$ cat src/rtl/pipeline_pkg.sv
// Shared next-address selector encodings and redirect controller state type.
package pipeline_pkg;
   localparam logic [2:0] SEL_SEQ   = 3'd0;
   localparam logic [2:0] SEL_BLT   = 3'd1;
   localparam logic [2:0] SEL_BEQ   = 3'd2;
   localparam logic [2:0] SEL_JAL   = 3'd3;
   localparam logic [2:0] SEL_JALR  = 3'd4;
   localparam logic [2:0] SEL_RESET = 3'd5;

   typedef enum logic [1:0] {
      S_BOOT   = 2'd0,
      S_RUN    = 2'd1,
      S_SHADOW = 2'd2
   } redirect_state_t;
endpackage

$ cat src/rtl/pc_redirect_ctrl_branch_resolve.sv
// Combinational qualification of the EXMA control-transfer selector.
module branch_resolve
   import pipeline_pkg::*;
(
   input  logic       valid,
   input  logic [2:0] sel,
   input  logic       less,
   input  logic       zero,
   output logic       take,
   output logic       isCond,
   output logic       illegal
);
   always_comb begin
      take    = 1'b0;
      isCond  = 1'b0;
      illegal = 1'b0;
      if (valid) begin
         case (sel)
            SEL_SEQ:  take = 1'b0;
            SEL_BLT:  begin isCond = 1'b1; take = less; end
            SEL_BEQ:  begin isCond = 1'b1; take = zero; end
            SEL_JAL:  take = 1'b1;
            SEL_JALR: take = 1'b1;
            default:  illegal = 1'b1;
         endcase
      end
   end
endmodule

$ cat src/rtl/pc_redirect_ctrl.sv
// Next-PC redirect sequencer: boot, run, and wrong-path shadow window.
// Optional statistics counters enabled by defining BRANCH_STATS_EN.
//  state    | meaning
//  S_BOOT   | PC forced to 0, pipeline flushed, BOOT_CYCLES long
//  S_RUN    | EXMA selector qualified and routed to the next-address mux
//  S_SHADOW | wrong-path instructions ignored for SHADOW_CYCLES unstalled cycles
module pc_redirect_ctrl
   import pipeline_pkg::*;
#(
   parameter int BOOT_CYCLES   = 4,
   parameter int SHADOW_CYCLES = 2
) (
   input  logic        clk,
   input  logic        reset,
   input  logic        exma_valid,
   input  logic [2:0]  exma_sel,
   input  logic        exma_less,
   input  logic        exma_zero,
   input  logic        stall,
   output logic [2:0]  addr_sel,
   output logic        pc_en,
   output logic        flush_ifid,
   output logic        flush_idex,
   output logic        redirect,
   output logic        illegal_sel,
   output logic        booting,
   output logic [31:0] taken_cnt,
   output logic [31:0] branch_cnt
);
   localparam logic [1:0] BOOT_LAST   = 2'(BOOT_CYCLES - 1);
   localparam logic [1:0] SHADOW_LAST = 2'(SHADOW_CYCLES - 1);

   redirect_state_t state;
   logic [1:0]      cnt;
   logic            live, take, isCond, illegal;

   assign live = exma_valid & ~stall & (state == S_RUN);

   branch_resolve uResolve (
      .valid   (live),
      .sel     (exma_sel),
      .less    (exma_less),
      .zero    (exma_zero),
      .take    (take),
      .isCond  (isCond),
      .illegal (illegal)
   );

   always_comb begin
      addr_sel    = SEL_SEQ;
      pc_en       = ~stall;
      flush_ifid  = 1'b0;
      flush_idex  = 1'b0;
      redirect    = 1'b0;
      illegal_sel = 1'b0;
      booting     = 1'b0;
      case (state)
         S_BOOT: begin
            addr_sel   = SEL_RESET;
            pc_en      = 1'b1;
            flush_ifid = 1'b1;
            flush_idex = 1'b1;
            booting    = 1'b1;
         end
         S_RUN: begin
            addr_sel    = take ? exma_sel : SEL_SEQ;
            redirect    = take;
            flush_ifid  = take;
            flush_idex  = take;
            illegal_sel = illegal;
         end
         default: ;
      endcase
   end

   always_ff @(posedge clk) begin
      if (reset) begin
         state <= S_BOOT;
         cnt   <= '0;
      end else begin
         case (state)
            S_BOOT: begin
               if (cnt == BOOT_LAST) begin
                  state <= S_RUN;
                  cnt   <= '0;
               end else begin
                  cnt <= cnt + 2'd1;
               end
            end
            S_RUN: begin
               if (take) begin
                  state <= S_SHADOW;
                  cnt   <= '0;
               end
            end
            S_SHADOW: begin
               if (!stall) begin
                  if (cnt == SHADOW_LAST) begin
                     state <= S_RUN;
                     cnt   <= '0;
                  end else begin
                     cnt <= cnt + 2'd1;
                  end
               end
            end
            default: begin
               state <= S_BOOT;
               cnt   <= '0;
            end
         endcase
      end
   end

`ifdef BRANCH_STATS_EN
   // live already excludes stalled cycles, so both counters freeze on stall
   always_ff @(posedge clk) begin
      if (reset) begin
         taken_cnt  <= '0;
         branch_cnt <= '0;
      end else begin
         if (take)
            taken_cnt <= taken_cnt + 32'd1;
         if (isCond)
            branch_cnt <= branch_cnt + 32'd1;
      end
   end
`else
   assign taken_cnt  = '0;
   assign branch_cnt = '0;
`endif
endmodule

$ cat config.mk
export PLATFORM = sky130hd
export DESIGN_NAME = pc_redirect_ctrl
export DESIGN_NICKNAME = d
export VERILOG_FILES = /design/src/rtl/pipeline_pkg.sv /design/src/rtl/pc_redirect_ctrl_branch_resolve.sv /design/src/rtl/pc_redirect_ctrl.sv
export SDC_FILE = /design/constraint.sdc
export NUM_CORES = 1
export LEC_CHECK = 0
export CAP_MARGIN = 20
export CORE_MARGIN = 8
export CORE_UTILIZATION = 33
export CTS_CLUSTER_DIAMETER = 40
export DETAILED_ROUTE_END_ITERATION = 12
export PLACE_DENSITY = 0.87
export SLEW_MARGIN = 20
export SYNTH_ARGS = -nofsm -noshare
export SYNTH_HDL_FRONTEND = slang
export SYNTH_SLANG_ARGS = --single-unit
export TNS_END_PERCENT = 1
$ cat constraint.sdc
create_clock -name clk -period 3.8 [get_ports clk]
set_input_delay 0.76 -clock clk [delete_from_list [all_inputs] [get_ports clk]]
set_output_delay 0.76 -clock clk [all_outputs]
set_load 0.02 [all_outputs]
## Word level (Yosys, flattened, before mapping)

Cells that the tools add are included.

- Reduce and logical (&&, ||, !) cells: 6
- Add/sub/neg operators: 1
- Bitwise logic cells: 3
- Mux-type cells: 21
- Eq/ne operators: 12

Operator list:

| cell | count |
|---|---|
| 2-bit two-way mux | 8 |
| 2-bit one-hot mux with 3 select lines | 2 |
| 2-bit != test (second input constant) | 4 |
| 1-bit two-way mux | 7 |
| 3-bit by 2-bit equality test with 1-bit output (second input constant) | 2 |
| 3-bit one-hot mux with 2 select lines | 1 |
| 5-bit OR reduction | 1 |
| 2-bit by 1-bit equality test with 1-bit output (second input constant) | 2 |
| 2-bit equality test (second input constant) | 2 |
| 4-bit AND reduction | 1 |
| 3-bit by 1-bit equality test with 1-bit output (second input constant) | 1 |
| 3-bit equality test (second input constant) | 1 |
| 3-bit zero test | 1 |
| 3-bit two-way mux | 1 |
| 1-bit one-hot mux with 3 select lines | 1 |
| 2-bit by 1-bit adder with 2-bit output (second input constant) | 1 |
| 1-bit AND | 2 |
| 2-bit zero test | 1 |
| 1-bit one-hot mux with 2 select lines | 1 |
| 2-bit AND reduction | 1 |
| 2-bit OR reduction | 1 |
| 1-bit NOT | 1 |

- Input bits: 9
- Bits in registers: 4
- Output and inout port bits: 73
- Word-level logic and storage cells: 45

## Depth between registers and ports, before layout

- Depth in word-level cells: 6
- Depth in mapped cells: 5
- Depth with buffers taken out: 5

## Cells and area by module

A second synthesis with hierarchy kept.

- Cells, all modules: 116
- Area total of the unflattened synthesis: 895.9 um^2

Modules (own cells, without submodules):

| module | sequential area each (um^2) | times used | cells each | area an instance (um^2) |
|---|---|---|---|---|
| pc_redirect_ctrl | 80.1 | 1 | 108 | 833.3 |
| branch_resolve | 0.0 | 1 | 8 | 62.6 |

## Worst setup path after synthesis

OpenSTA, ideal clock, no wires.

- Kind: input-to-output
- Start point: in exma_sel[1]
- End point: out flush_ifid
- Stages: 4
- Data arrival time: 1.867 ns
- Data required time: 3.040 ns
- Path buffers: 1
- Path slack: 1.173 ns
- Cell sequence: o21a_1 > o311a_4 > or2_1 > buf_4

- Longest elaborated chain between the ends: 5
- Elaborated cells between the ends (all ways): 8
- Classes of those cells: eq/ne: 4; mux: 3; reduce/logical: 1

Ends and longest elaborated chain:

| element | RTL line | RTL |
|---|---|---|
| start, declared | pc_redirect_ctrl.sv:16 | `input logic [2:0] exma_sel,` |
| 3-bit by 2-bit equality test with 1-bit output / 3-bit equality test (equally long branches) | pc_redirect_ctrl_branch_resolve.sv:18 | `case (sel)` |
| 2-bit OR reduction (no line) | -- |  |
| 1-bit one-hot mux with 3 select lines (*) | pc_redirect_ctrl_branch_resolve.sv:18 |  |
| 1-bit two-way mux (*) | pc_redirect_ctrl_branch_resolve.sv:17 | `if (valid) begin` |
| 1-bit one-hot mux with 2 select lines (*) | -- |  |
| end, declared | pc_redirect_ctrl.sv:22 | `output logic flush_ifid,` |

Every way passes the cells marked *; elsewhere a longest branch is shown, timed or not.

## Worst setup path in the final report

- Start point: in stall
- End point: out flush_ifid

- Longest elaborated chain between the ends: 5

Ends and longest elaborated chain:

| element | RTL line | RTL |
|---|---|---|
| start, declared | pc_redirect_ctrl.sv:19 | `input logic stall,` |
| 1-bit NOT | pc_redirect_ctrl.sv:37 | `assign live = exma_valid & ~stall & (state == S_RUN);` |
| 1-bit AND (2 in a row) | pc_redirect_ctrl.sv:37 |  |
| 1-bit two-way mux | pc_redirect_ctrl_branch_resolve.sv:17 |  |
| 1-bit one-hot mux with 2 select lines | pc_redirect_ctrl.sv:57 | `case (state)` |

Every way passes these cells.

==> key figures <==
CTS
  • Clock-pin slew on the worst setup and hold paths: 0.04 ns
  • Max Root-Sink Buffers: 2
  • Sink Count: 4
  • Total CTS buffers: 3
  • CTS tree: yes
  • Clock insertion delay at the later pin of the skew report: 0.24 ns
  • Clock root cell: clkbuf_4
  • H-tree depth: 1
  • Hold-fix buffers at CTS: 0
  • # resized after CTS: 0
  • Post-CTS Setup Repair Bufs: 0

Global routing
  • Antenna violations before repair: 0
  • Number of global-route vias before repair: 545
  • Overall Global Routing Usage: 6.74%
  • Largest net degree at the start of global routing: 14
  • Total gr overflow: 0
  • Global-route wire length before repair: 2.38 mm

Critical path
  • Critical path capture point type: primary output
  • CP most frequent cell: clkdlybuf4s50_1
  • Cells on worst reg2reg path: 5
  • Max FO, Critical Path: 8
  • WP data arrival: 2.66 ns
  • Worst path slowest cell: clkdlybuf4s50_1
  • Crit. Startpoint: stall
  • Worst EP required: between 3 and 4 ns
  • Reg2Reg Launch Point: cnt[1]
  • Critical path class: input pin to primary output
  • CP endpoint: flush_ifid
  • RR Endpoint: cnt[0]
  • Max incr delay on CP: 0.62 ns
  • Flop-to-flop setup slack: 2.28 ns
  • Crit path cell chain: clkdlybuf4s50_1 -> and4bb_2 -> o311a_4 -> or2_1 -> clkdlybuf4s50_1
  • Startpoint Class: input pin

Power
  • Worst vdd ir: approximately 0.22 mV
  • Pwr dens: 398 nW/µm²
  • P_leak: between 0.0004 and 0.0005 µW

Synthesis
  • Register bit total from synthesis: 4
  • Post-Syn Area: 875 µm²
  • Synth area leaders: buf_4 56%, dfxtp_1 9.2%, ha_1 4.3%, o311a_4 2.4%, o21ba_2 2.3%
  • Synth warn: 0
  • Synth area leader: buf_4
  • Area fraction of the dominant cell type after synthesis: between 50% and 60%
  • Synthesized area per cell: approximately 8.0 µm²
  • Seq/Total Area, Yosys: about 9.2%
  • Synth cell types: 29
  • Cells after synthesis: about 110

Layout
  • Nets: roughly 140
  • Area added between synthesis and finish: -3.58%
  • Fraction of layout cells with a size suffix above 1: 10.4%
  • Antenna Cells: 0

Min path
  • Worst min-delay path class: flop to flop

Placed design
  • Gpl congestion: 0.836
  • Post-DP HPWL: 1.55 mm
  • Pre-CTS setup slack: about 0.37 ns
  • IO buf count: 17

STA
  • Setup TNS: 0 ns
  • Tcrit/Tclk final: 90.0%
  • Max Clk Rate: 292 MHz
  • Final Worst Setup Slack: 0.379 ns
  • RSZ-0062 raised after global routing: no
  • Final setup fails: 0
  • Min cycle time layout: 3.42 ns
  • Clock skew: about 0.0017 ns
  • Fin. Hold Viols: 0
  • Fin. max-slew vios: 0

Drt
  • DR pass1 iterations: 2
  • Residual DRC: 0
  • Routed len/inst: 11.3 µm
  • Final wirelength: 1.76 mm
  • Vias: 554
  • Via-to-Cell Ratio: 3.57
  • Iter 0 DRT Violations: 5
  • Routed Antenna Nets: 0

Floorplan
  • Core Area: around 2500 µm²
  • Die height: a little under 70 µm
  • Initial Util: 35.0%
  • Num ports: just over 80
  • Die area: 4550 µm²
  • Die W: 67.5 µm
  • Site Rows: 18

Status
  • Status: finished, final reports clean

Flow run
  • Max Cap Viol: 0
-- report_power, final --
group | switching, µW | internal (µW)
Combinational | 127 | 80.1
Clock | 20.2 | 35.5
Sequential | 18.5 | 54.8
Total | 166 | 170
-- cells in the final DEF, fill, tap and decap left out, types with 2 or more instances in the layout --
cell type	synthesis	routed
nand2_1	2	2
conb_1	1	64
ha_1	3	3
and2_2	2	2
or4b_1	2	2
o21ai_0	2	2
dfxtp_1	4	4
clkdlybuf4s50_1	0	17
a21oi_1	2	2
nor2_1	4	4
inv_1	2	2
clkbuf_4	0	3
o21ba_2	2	2
-- metrics by stage --
| stage | power (µW) | instance area, µm² | instances | hold WS, ns | utilization (%) |
|---|---|---|---|---|---|
| after floorplan | 276 | 1110 | 172 | 0.544 | - |
| after global placement | 274 | 821 | 152 | 0.618 | 32.8 |
| after detailed placement | 279 | 821 | 152 | 0.631 | 32.8 |
| after CTS | 338 | 843 | 155 | 0.637 | 33.7 |
| after global routing | 362 | 843 | 155 | 0.676 | 33.7 |
| final | 336 | 843 | 155 | 0.640 | 33.7 |
-- worst min-delay path by stage --
| stage | from | end | cells past startpoint |
|---|---|---|---|
| after global placement | cnt[1] | cnt[1] | 3 |
| after floorplan | state[1] | cnt[0] | 2 |
| after detailed placement | cnt[1] | cnt[1] | 3 |
| final | cnt[1] | cnt[1] | 3 |
| after CTS | cnt[1] | cnt[1] | 3 |
| after global routing | cnt[1] | cnt[1] | 3 |
-- cell type report --
cell class | count | area [µm²]
Clock buffer | 3 | 22.5
Fill cell | 261 | 1660
Inverter | 2 | 7.51
Multi-Input combinational cell | 99 | 526
Sequential cell | 4 | 80.1
Tap cell | 30 | 37.5
Timing Repair Buffer | 17 | 170
-- routing by layer --
metal	GRT usage (%)	vias to the layer above	part of all wire, %
li1	-	261	-
met1	5.75	241	32
met2	12.7	47	51
met3	2.98	5	15
met4	3.92	0	1.9
met5	0	-	0
-- cell families after synthesis --
group | share of synthesized area [%]
adder cells (fa/ha/maj) | 4.29
flip-flops | 9.16
AO/OA/AOI/OAI | 14.2
AND/OR/NAND/NOR | 12.9
multiplexers | 1.29
other | 0.429
buffers and inverters | 57.8
-- worst max-delay path: cells and delay by family --
| kind | cells | cell delay [ns] |
|---|---|---|
| buffers and inverters | 2 | 1.12 |
| AND/OR/NAND/NOR | 2 | 0.52 |
| AO/OA/AOI/OAI | 1 | 0.25 |
-- state kept, by name, indices dropped and copies added, names as in the netlist --
signal  cells
cnt         2
state       2
-- synthesized netlist by cell type --
cell type / count
nand3_1: 1
inv_1: 2
dfxtp_1: 4
nor2_1: 4
nand2b_1: 1
o21ai_0: 2
buf_2: 2
conb_1: 1
mux2_2: 1
and2_2: 2
a2111oi_2: 1
and4bb_2: 1
o22ai_2: 1
or2_1: 1
nor2b_1: 1
a21oi_1: 2
o32ai_1: 1
o311a_4: 1
nand2_1: 2
or4b_1: 2
or3_1: 1
ha_1: 3
o21a_1: 1
a311o_1: 1
nor3b_1: 1
o21ba_2: 2
a21o_2: 1
nor3_1: 1
buf_4: 65
Power figures use the tool's default switching activity.
